==> src/rtl/enet_mii_tx.sv <==
// ============================================================================
// enet_mii_tx -- MII transmit MAC for 10/100 Mbps Ethernet.
//
// Takes a 32-bit little-endian word stream (byte strobes + last flag) in the
// MII TX clock domain. Each frame goes out on MII nibbles in this order:
// preamble/SFD, payload, optional zero pad, FCS, then an enforced
// inter-frame gap. There is no clock crossing in this block.
//
// Optional feature: define ENET_MII_TX_PAD_EN to pad short frames with zero
// bytes up to MIN_FRAME_BYTES before the FCS. The pad bytes are included in
// the FCS. When the macro is undefined, the FCS follows the last payload
// byte directly, whatever the frame length.
//
// Parameters
//   IFG_NIBBLES      number of tx_en-low cycles between frames (>= 2)
//   MIN_FRAME_BYTES  minimum payload+pad bytes (used only with padding)
//
// Ports
//   clk_i        MII TX clock; every flop updates on the rising edge
//   rst_i        asynchronous, active-high reset
//   valid_i      input word valid
//   data_i       payload bytes; byte0 = [7:0] is sent first
//   strb_i       byte enables, contiguous from bit0; all ones unless last_i
//   last_i       final word of the frame
//   accept_o     word consumed this cycle (combinational)
//   mii_txd_o    transmit nibble, low nibble of each byte first (registered)
//   mii_tx_en_o  transmit enable (registered)
//   mii_tx_er_o  transmit error, pulsed for one cycle on underrun (registered)
//   busy_o       high in any state other than IDLE
// ============================================================================
module enet_mii_tx #(
    parameter int IFG_NIBBLES     = 24,
    parameter int MIN_FRAME_BYTES = 60
) (
    input  logic        clk_i,
    input  logic        rst_i,
    input  logic        valid_i,
    input  logic [31:0] data_i,
    input  logic [3:0]  strb_i,
    input  logic        last_i,
    output logic        accept_o,
    output logic [3:0]  mii_txd_o,
    output logic        mii_tx_en_o,
    output logic        mii_tx_er_o,
    output logic        busy_o
);

    typedef enum logic [2:0] {
        S_IDLE,
        S_PREAMBLE,
        S_DATA,
        S_PAD,
        S_FCS,
        S_DROP,
        S_IFG
    } state_t;

    // ------------------------------------------------------------------------
    // The FSM works one nibble ahead: on each clock edge it decides the nibble
    // that will be on the wire for the following cycle and loads it into the
    // output registers. The state registers therefore describe what has
    // already been emitted, not what is currently on the wire.
    // ------------------------------------------------------------------------
    state_t      state_q;
    logic [31:0] hold_q;        // word currently being serialised
    logic [3:0]  strb_q;
    logic        last_q;
    logic [2:0]  byte_idx_q;    // 0..3 = byte in hold_q, 4 = word used up
    logic        nib_hi_q;      // low nibble of the current byte already emitted
    logic [7:0]  cnt_q;         // preamble / FCS / IFG nibble counter
    logic [10:0] byte_cnt_q;    // payload+pad bytes, saturating at 2047
    logic [31:0] crc_q;
    logic [3:0]  txd_q;
    logic        tx_en_q;
    logic        tx_er_q;

    logic [7:0]  cur_byte;
    logic [7:0]  crc_byte;
    logic [31:0] crc_d;
    logic [10:0] byte_cnt_d;
    logic [31:0] fcs;
    logic        word_done;
    logic        end_frame;
    logic        pad_needed;

    // Reflected CRC-32 (poly 0x04C11DB7, reversed form 0xEDB88320), one byte.
    function automatic logic [31:0] crc32_byte(input logic [31:0] c,
                                               input logic [7:0]  b);
        logic [31:0] r;
        r = c ^ {24'h0, b};
        for (int i = 0; i < 8; i++) begin
            r = r[0] ? ((r >> 1) ^ 32'hEDB88320) : (r >> 1);
        end
        return r;
    endfunction

    assign cur_byte   = hold_q[{byte_idx_q[1:0], 3'b000} +: 8];
    assign crc_byte   = (state_q == S_PAD) ? 8'h00 : cur_byte;
    assign crc_d      = crc32_byte(crc_q, crc_byte);
    assign byte_cnt_d = (byte_cnt_q == 11'd2047) ? byte_cnt_q : byte_cnt_q + 11'd1;
    assign fcs        = ~crc_q;

    // Strobes are contiguous, so the first clear strobe bit marks the end of
    // the word. Only meaningful between bytes (low nibble not yet emitted).
    assign word_done = !nib_hi_q && (byte_idx_q[2] || !strb_q[byte_idx_q[1:0]]);

    // Frame payload is over when the held word was the last one, or when the
    // refill word carries no bytes at all (empty last word).
    assign end_frame = word_done && (last_q || (valid_i && !strb_i[0]));

`ifdef ENET_MII_TX_PAD_EN
    assign pad_needed = (byte_cnt_q < 11'(MIN_FRAME_BYTES));
`else
    assign pad_needed = 1'b0;
`endif

    always_comb begin
        accept_o = 1'b0;
        case (state_q)
            S_IDLE:  accept_o = valid_i;
            S_DATA:  accept_o = word_done && !last_q && valid_i;
            S_DROP:  accept_o = valid_i;
            default: accept_o = 1'b0;
        endcase
    end

    always_ff @(posedge clk_i or posedge rst_i) begin
        if (rst_i) begin
            state_q    <= S_IDLE;
            hold_q     <= '0;
            strb_q     <= '0;
            last_q     <= 1'b0;
            byte_idx_q <= '0;
            nib_hi_q   <= 1'b0;
            cnt_q      <= '0;
            byte_cnt_q <= '0;
            crc_q      <= 32'hFFFF_FFFF;
            txd_q      <= 4'h0;
            tx_en_q    <= 1'b0;
            tx_er_q    <= 1'b0;
        end else begin
            case (state_q)
                S_IDLE: begin
                    txd_q   <= 4'h0;
                    tx_en_q <= 1'b0;
                    tx_er_q <= 1'b0;
                    if (valid_i) begin
                        hold_q     <= data_i;
                        strb_q     <= strb_i;
                        last_q     <= last_i;
                        byte_idx_q <= '0;
                        nib_hi_q   <= 1'b0;
                        byte_cnt_q <= '0;
                        crc_q      <= 32'hFFFF_FFFF;
                        // First preamble nibble goes out right away.
                        cnt_q      <= 8'd1;
                        txd_q      <= 4'h5;
                        tx_en_q    <= 1'b1;
                        state_q    <= S_PREAMBLE;
                    end
                end

                S_PREAMBLE: begin
                    tx_en_q <= 1'b1;
                    if (cnt_q == 8'd15) begin
                        txd_q   <= 4'hD;
                        state_q <= S_DATA;
                    end else begin
                        txd_q <= 4'h5;
                        cnt_q <= cnt_q + 8'd1;
                    end
                end

                S_DATA: begin
                    if (nib_hi_q) begin
                        // High nibble completes the byte: fold it into the CRC.
                        txd_q      <= cur_byte[7:4];
                        crc_q      <= crc_d;
                        byte_cnt_q <= byte_cnt_d;
                        byte_idx_q <= byte_idx_q + 3'd1;
                        nib_hi_q   <= 1'b0;
                    end else if (!word_done) begin
                        txd_q    <= cur_byte[3:0];
                        nib_hi_q <= 1'b1;
                    end else if (end_frame) begin
                        if (pad_needed) begin
                            txd_q    <= 4'h0;
                            nib_hi_q <= 1'b1;
                            state_q  <= S_PAD;
                        end else begin
                            txd_q   <= fcs[3:0];
                            cnt_q   <= 8'd1;
                            state_q <= S_FCS;
                        end
                    end else if (valid_i) begin
                        // Refill: the new word's first nibble follows with no gap.
                        hold_q     <= data_i;
                        strb_q     <= strb_i;
                        last_q     <= last_i;
                        byte_idx_q <= '0;
                        txd_q      <= data_i[3:0];
                        nib_hi_q   <= 1'b1;
                    end else begin
                        // Underrun: one error nibble, then discard the rest.
                        txd_q   <= 4'h0;
                        tx_er_q <= 1'b1;
                        state_q <= S_DROP;
                    end
                end

`ifdef ENET_MII_TX_PAD_EN
                S_PAD: begin
                    if (nib_hi_q) begin
                        txd_q      <= 4'h0;
                        crc_q      <= crc_d;
                        byte_cnt_q <= byte_cnt_d;
                        nib_hi_q   <= 1'b0;
                    end else if (pad_needed) begin
                        txd_q    <= 4'h0;
                        nib_hi_q <= 1'b1;
                    end else begin
                        txd_q   <= fcs[3:0];
                        cnt_q   <= 8'd1;
                        state_q <= S_FCS;
                    end
                end
`endif

                S_FCS: begin
                    if (cnt_q == 8'd8) begin
                        txd_q   <= 4'h0;
                        tx_en_q <= 1'b0;
                        cnt_q   <= '0;
                        state_q <= S_IFG;
                    end else begin
                        txd_q <= fcs[{cnt_q[2:0], 2'b00} +: 4];
                        cnt_q <= cnt_q + 8'd1;
                    end
                end

                S_DROP: begin
                    txd_q   <= 4'h0;
                    tx_en_q <= 1'b0;
                    tx_er_q <= 1'b0;
                    if (valid_i && last_i) begin
                        cnt_q   <= '0;
                        state_q <= S_IFG;
                    end
                end

                S_IFG: begin
                    // The IDLE cycle that accepts the next word is itself a
                    // tx_en-low cycle, so IFG holds one cycle less than the gap.
                    txd_q   <= 4'h0;
                    tx_en_q <= 1'b0;
                    tx_er_q <= 1'b0;
                    if (cnt_q == 8'(IFG_NIBBLES - 2)) begin
                        state_q <= S_IDLE;
                    end else begin
                        cnt_q <= cnt_q + 8'd1;
                    end
                end

                default: begin
                    txd_q   <= 4'h0;
                    tx_en_q <= 1'b0;
                    tx_er_q <= 1'b0;
                    state_q <= S_IDLE;
                end
            endcase
        end
    end

    assign mii_txd_o   = txd_q;
    assign mii_tx_en_o = tx_en_q;
    assign mii_tx_er_o = tx_er_q;
    assign busy_o      = (state_q != S_IDLE);

endmodule
==> config.mk <==
export PLATFORM = sky130hd
export DESIGN_NAME = enet_mii_tx
export DESIGN_NICKNAME = d
export VERILOG_FILES = /design/src/rtl/enet_mii_tx.sv
export SDC_FILE = /design/constraint.sdc
export NUM_CORES = 1
export LEC_CHECK = 0
export CAP_MARGIN = 20
export CORE_ASPECT_RATIO = 0.6
export CORE_UTILIZATION = 45
export CTS_CLUSTER_SIZE = 16
export DETAILED_ROUTE_END_ITERATION = 8
export SYNTH_ARGS = -nofsm -noshare
export SYNTH_HDL_FRONTEND = slang
export SYNTH_SLANG_ARGS = --single-unit
==> constraint.sdc <==
create_clock -name clk_i -period 4.9 [get_ports clk_i]
set_clock_uncertainty 0.1 [all_clocks]
set_input_delay 0.98 -clock clk_i [delete_from_list [all_inputs] [get_ports clk_i]]
set_output_delay 0.98 -clock clk_i [all_outputs]
set_load 0.02 [all_outputs]
==> results.yml <==
status:
  status: "completed"
cells_and_area:
  drive_gt1_share_pct: 17.51
  syn2layout_area_growth_pct: 15.07
  fill_cells: 1059
  nets: 570
  diodes: 0
synthesis:
  synth_area_leaders: "dfrtp_1, dfstp_2, mux2_1"
  yosysWarnings: 0
  synthDistinctLibCells: 65
  yosysMostFrequentCell: "dfrtp_1"
  synth_common_cells: "dfrtp_1, xnor2_1, a21oi_1, nor2_1, mux2_1"
  synth-edff-count: 0
  synth_flop_cell: "dfrtp_1"
  synth_area_leader_cell: "dfrtp_1"
  synth_area_mm2: 0.005629
  netlist.area_leader.share_pct: 25.78
  syn_inst: 492
  ys_ff_latch: 90
  synth.net_count: 536
  async_reset_ff_share_pct: 100.0
  yosysSeqAreaShare_pct: 40.72
  synth_area_per_cell_um2: 11.44
global_routing:
  grt_pass1_wl_um: 22050
  grt_usage_pct: 22.41
  grt_pass1_vias: 3974
  grt-ovfl-total: 0
  grt_max_degree: 41
  antenna_found_initial: 0
drt:
  ant_nets: 0
  viasPerCell: 5.655
  drcViolationCount: 0
  dr.pass1.iters: 5
  vias: 3936
  first_iter_violations: 247
  wl_per_cell_um: 18.70
  routed_wl_um: 13010
setup_path:
  crit_arrival_ns: 2.88
  cp.required_ns: 3.82
  crit_family: "simple AND/OR/NAND/NOR gates"
  path_cells: "mux4_2, and2_1, nor2_1, nand2_1, a211oi_1, a31oi_1, nor2b_1, clkdlybuf4s50_1"
  worstSetupPathType: "flip-flop to primary output"
  cp_slowest_stage_delay_ns: 0.61
  crit_fanout: 7
  cp-start-kind: "flip-flop"
  cp-end-kind: "primary output"
  worst-path-buf-inv: 1
  critPathSlowestCell: "clkdlybuf4s50_1"
floorplanning:
  ioPinCount: 48
  num_rows: 31
  die-area_mm2: 0.01298
  core_mm2: 0.01214
  initial_core_util_pct: 46.37
  die_width_um: 146.4
  die_h_um: 88.64
hold_path:
  hold_class: "flip-flop to flip-flop"
sta:
  timing.final.crit_period_ns: 3.958
  tightest_slew_ns: 0.8857
  grt_setup_unrepaired: "false"
  fin_setup_tns_ns: 0
  setup_viol_count_final: 0
  slew_viol_final: 0
  max_slew_margin_pct: 40.96
  period_share_pct: 80.77
  hold_viol: 0
  clock.fmax_ghz: 0.2527
clock_network:
  clock-root-buffer: "clkbuf_16"
  hold_buffers: 0
  cts_setup_buffers: 0
  cts_sinks: 90
  h-tree-depth: 3
  clockBufferDepth: 2
  cts-resized-gates: 0
  clkTransAtPathRegs_ns: 0.07
  cts_tree: "built"
  cts_buffers: 9
  clock_latency_ns: 0.34
place:
  gp_congestion: 0.7938
  port_buffers: 47
  dp_hpwl_um: 9496
flow_run:
  maxCapViolations: 0
==> placed cells by master (no fill, tap or decap), types with 12 or more instances in the layout <==
master,count
dfrtp_1,58
nor2_1,38
a21oi_1,38
o21ai_0,18
nand2_1,20
clkdlybuf4s50_1,47
xnor2_1,44
mux2_1,37
xor2_1,35
dfstp_2,32
mux2i_1,12
mux4_2,18
==> worst register-to-register path: stages (launching register included) <==
cell and delay (ns):
dfrtp_1 0.73, inv_2 0.23, nor3_2 0.58, nand2_1 0.35, o211ai_1 0.49, nor2_1 0.16, a211oi_2 0.34, mux2_1 0.35
==> flip-flops by register name, indices dropped and copies added, names as in the netlist <==
signal and cells:
byte_idx_q 3, cnt_q 8, crc_q 32, hold_q 32, last_q 1, mii_tx_en_o 1
mii_tx_er_o 1, mii_txd_o 4, nib_hi_q 1, state_q 3, strb_q 4
==> logic make-up (layout without fill, tap and decap cells) <==
group / count (synthesis) / after routing / share of synthesized area (%)
buffers and inverters: 39 / 78 / 4.245
AO/OA/AOI/OAI: 95 / 95 / 10.63
flip-flops: 90 / 90 / 40.72
multiplexers: 67 / 67 / 16.74
XOR/XNOR: 93 / 93 / 17.29
AND/OR/NAND/NOR: 104 / 104 / 9.491
adder cells (fa/ha/maj): 4 / 4 / 0.8891
==> final cells by class <==
cell class | instances | area [um2] | share of cell area [%]
Inverter | 8 | 31.28 | 0.4829
Multi-Input combinational cell | 363 | 3104 | 47.92
Sequential cell | 90 | 2292 | 35.39
Clock buffer | 11 | 232.7 | 3.593
Timing Repair Buffer | 54 | 530.5 | 8.190
Clock inverter | 5 | 80.08 | 1.236
Tap cell | 165 | 206.4 | 3.187
==> worst paths after layout <==
| check | cells after the start | from | endpoint | slack [ns] |
|---|---|---|---|---|
| min in group asynchronous | 2 | rst_i | crc_q[13]$_DFFE_PP1P_ | 1.03 |
| min reg2reg | 1 | hold_q[26]$_DFFE_PP0P_ | hold_q[26]$_DFFE_PP0P_ | 0.39 |
| max in group asynchronous | 3 | rst_i | hold_q[18]$_DFFE_PP0P_ | 3.12 |
| max reg2reg | 7 | state_q[1]$_DFFE_PP0P_ | state_q[1]$_DFFE_PP0P_ | 1.46 |
| max | 8 | byte_idx_q[0]$_DFFE_PP0P_ | accept_o | 0.94 |
| min | 1 | hold_q[26]$_DFFE_PP0P_ | hold_q[26]$_DFFE_PP0P_ | 0.39 |
==> through the flow <==
step           instance area (um2)  util, %  instances  hold WS [ns]  setup slack, ns
3_3_place_gp                  6150    50.65        679        0.3634            1.148
2_1_floorplan                 5629        -        492        0.3524            1.538
4_1_cts                       6477    53.35        696        0.3909           0.9277
3_5_place_dp                  6165    50.78        680        0.3760            1.052
5_1_grt                       6477    53.35        696        0.4153           0.7311
6_report                      6477    53.35        696        0.3867           0.9424
==> layer usage <==
| layer | track usage (%) | up-vias | wire (um) |
|---|---|---|---|
| li1 | - | 1812 | - |
| met1 | 34.49 | 2001 | 6802 |
| met2 | 32.51 | 109 | 5463 |
| met3 | 4.433 | 14 | 609 |
| met4 | 4.735 | 0 | 137 |
| met5 | 0 | - | 0 |
Power is left out: the tool's default activity adds up to more than one toggle a clock period on the data nets, which glitch-free logic cannot reach.
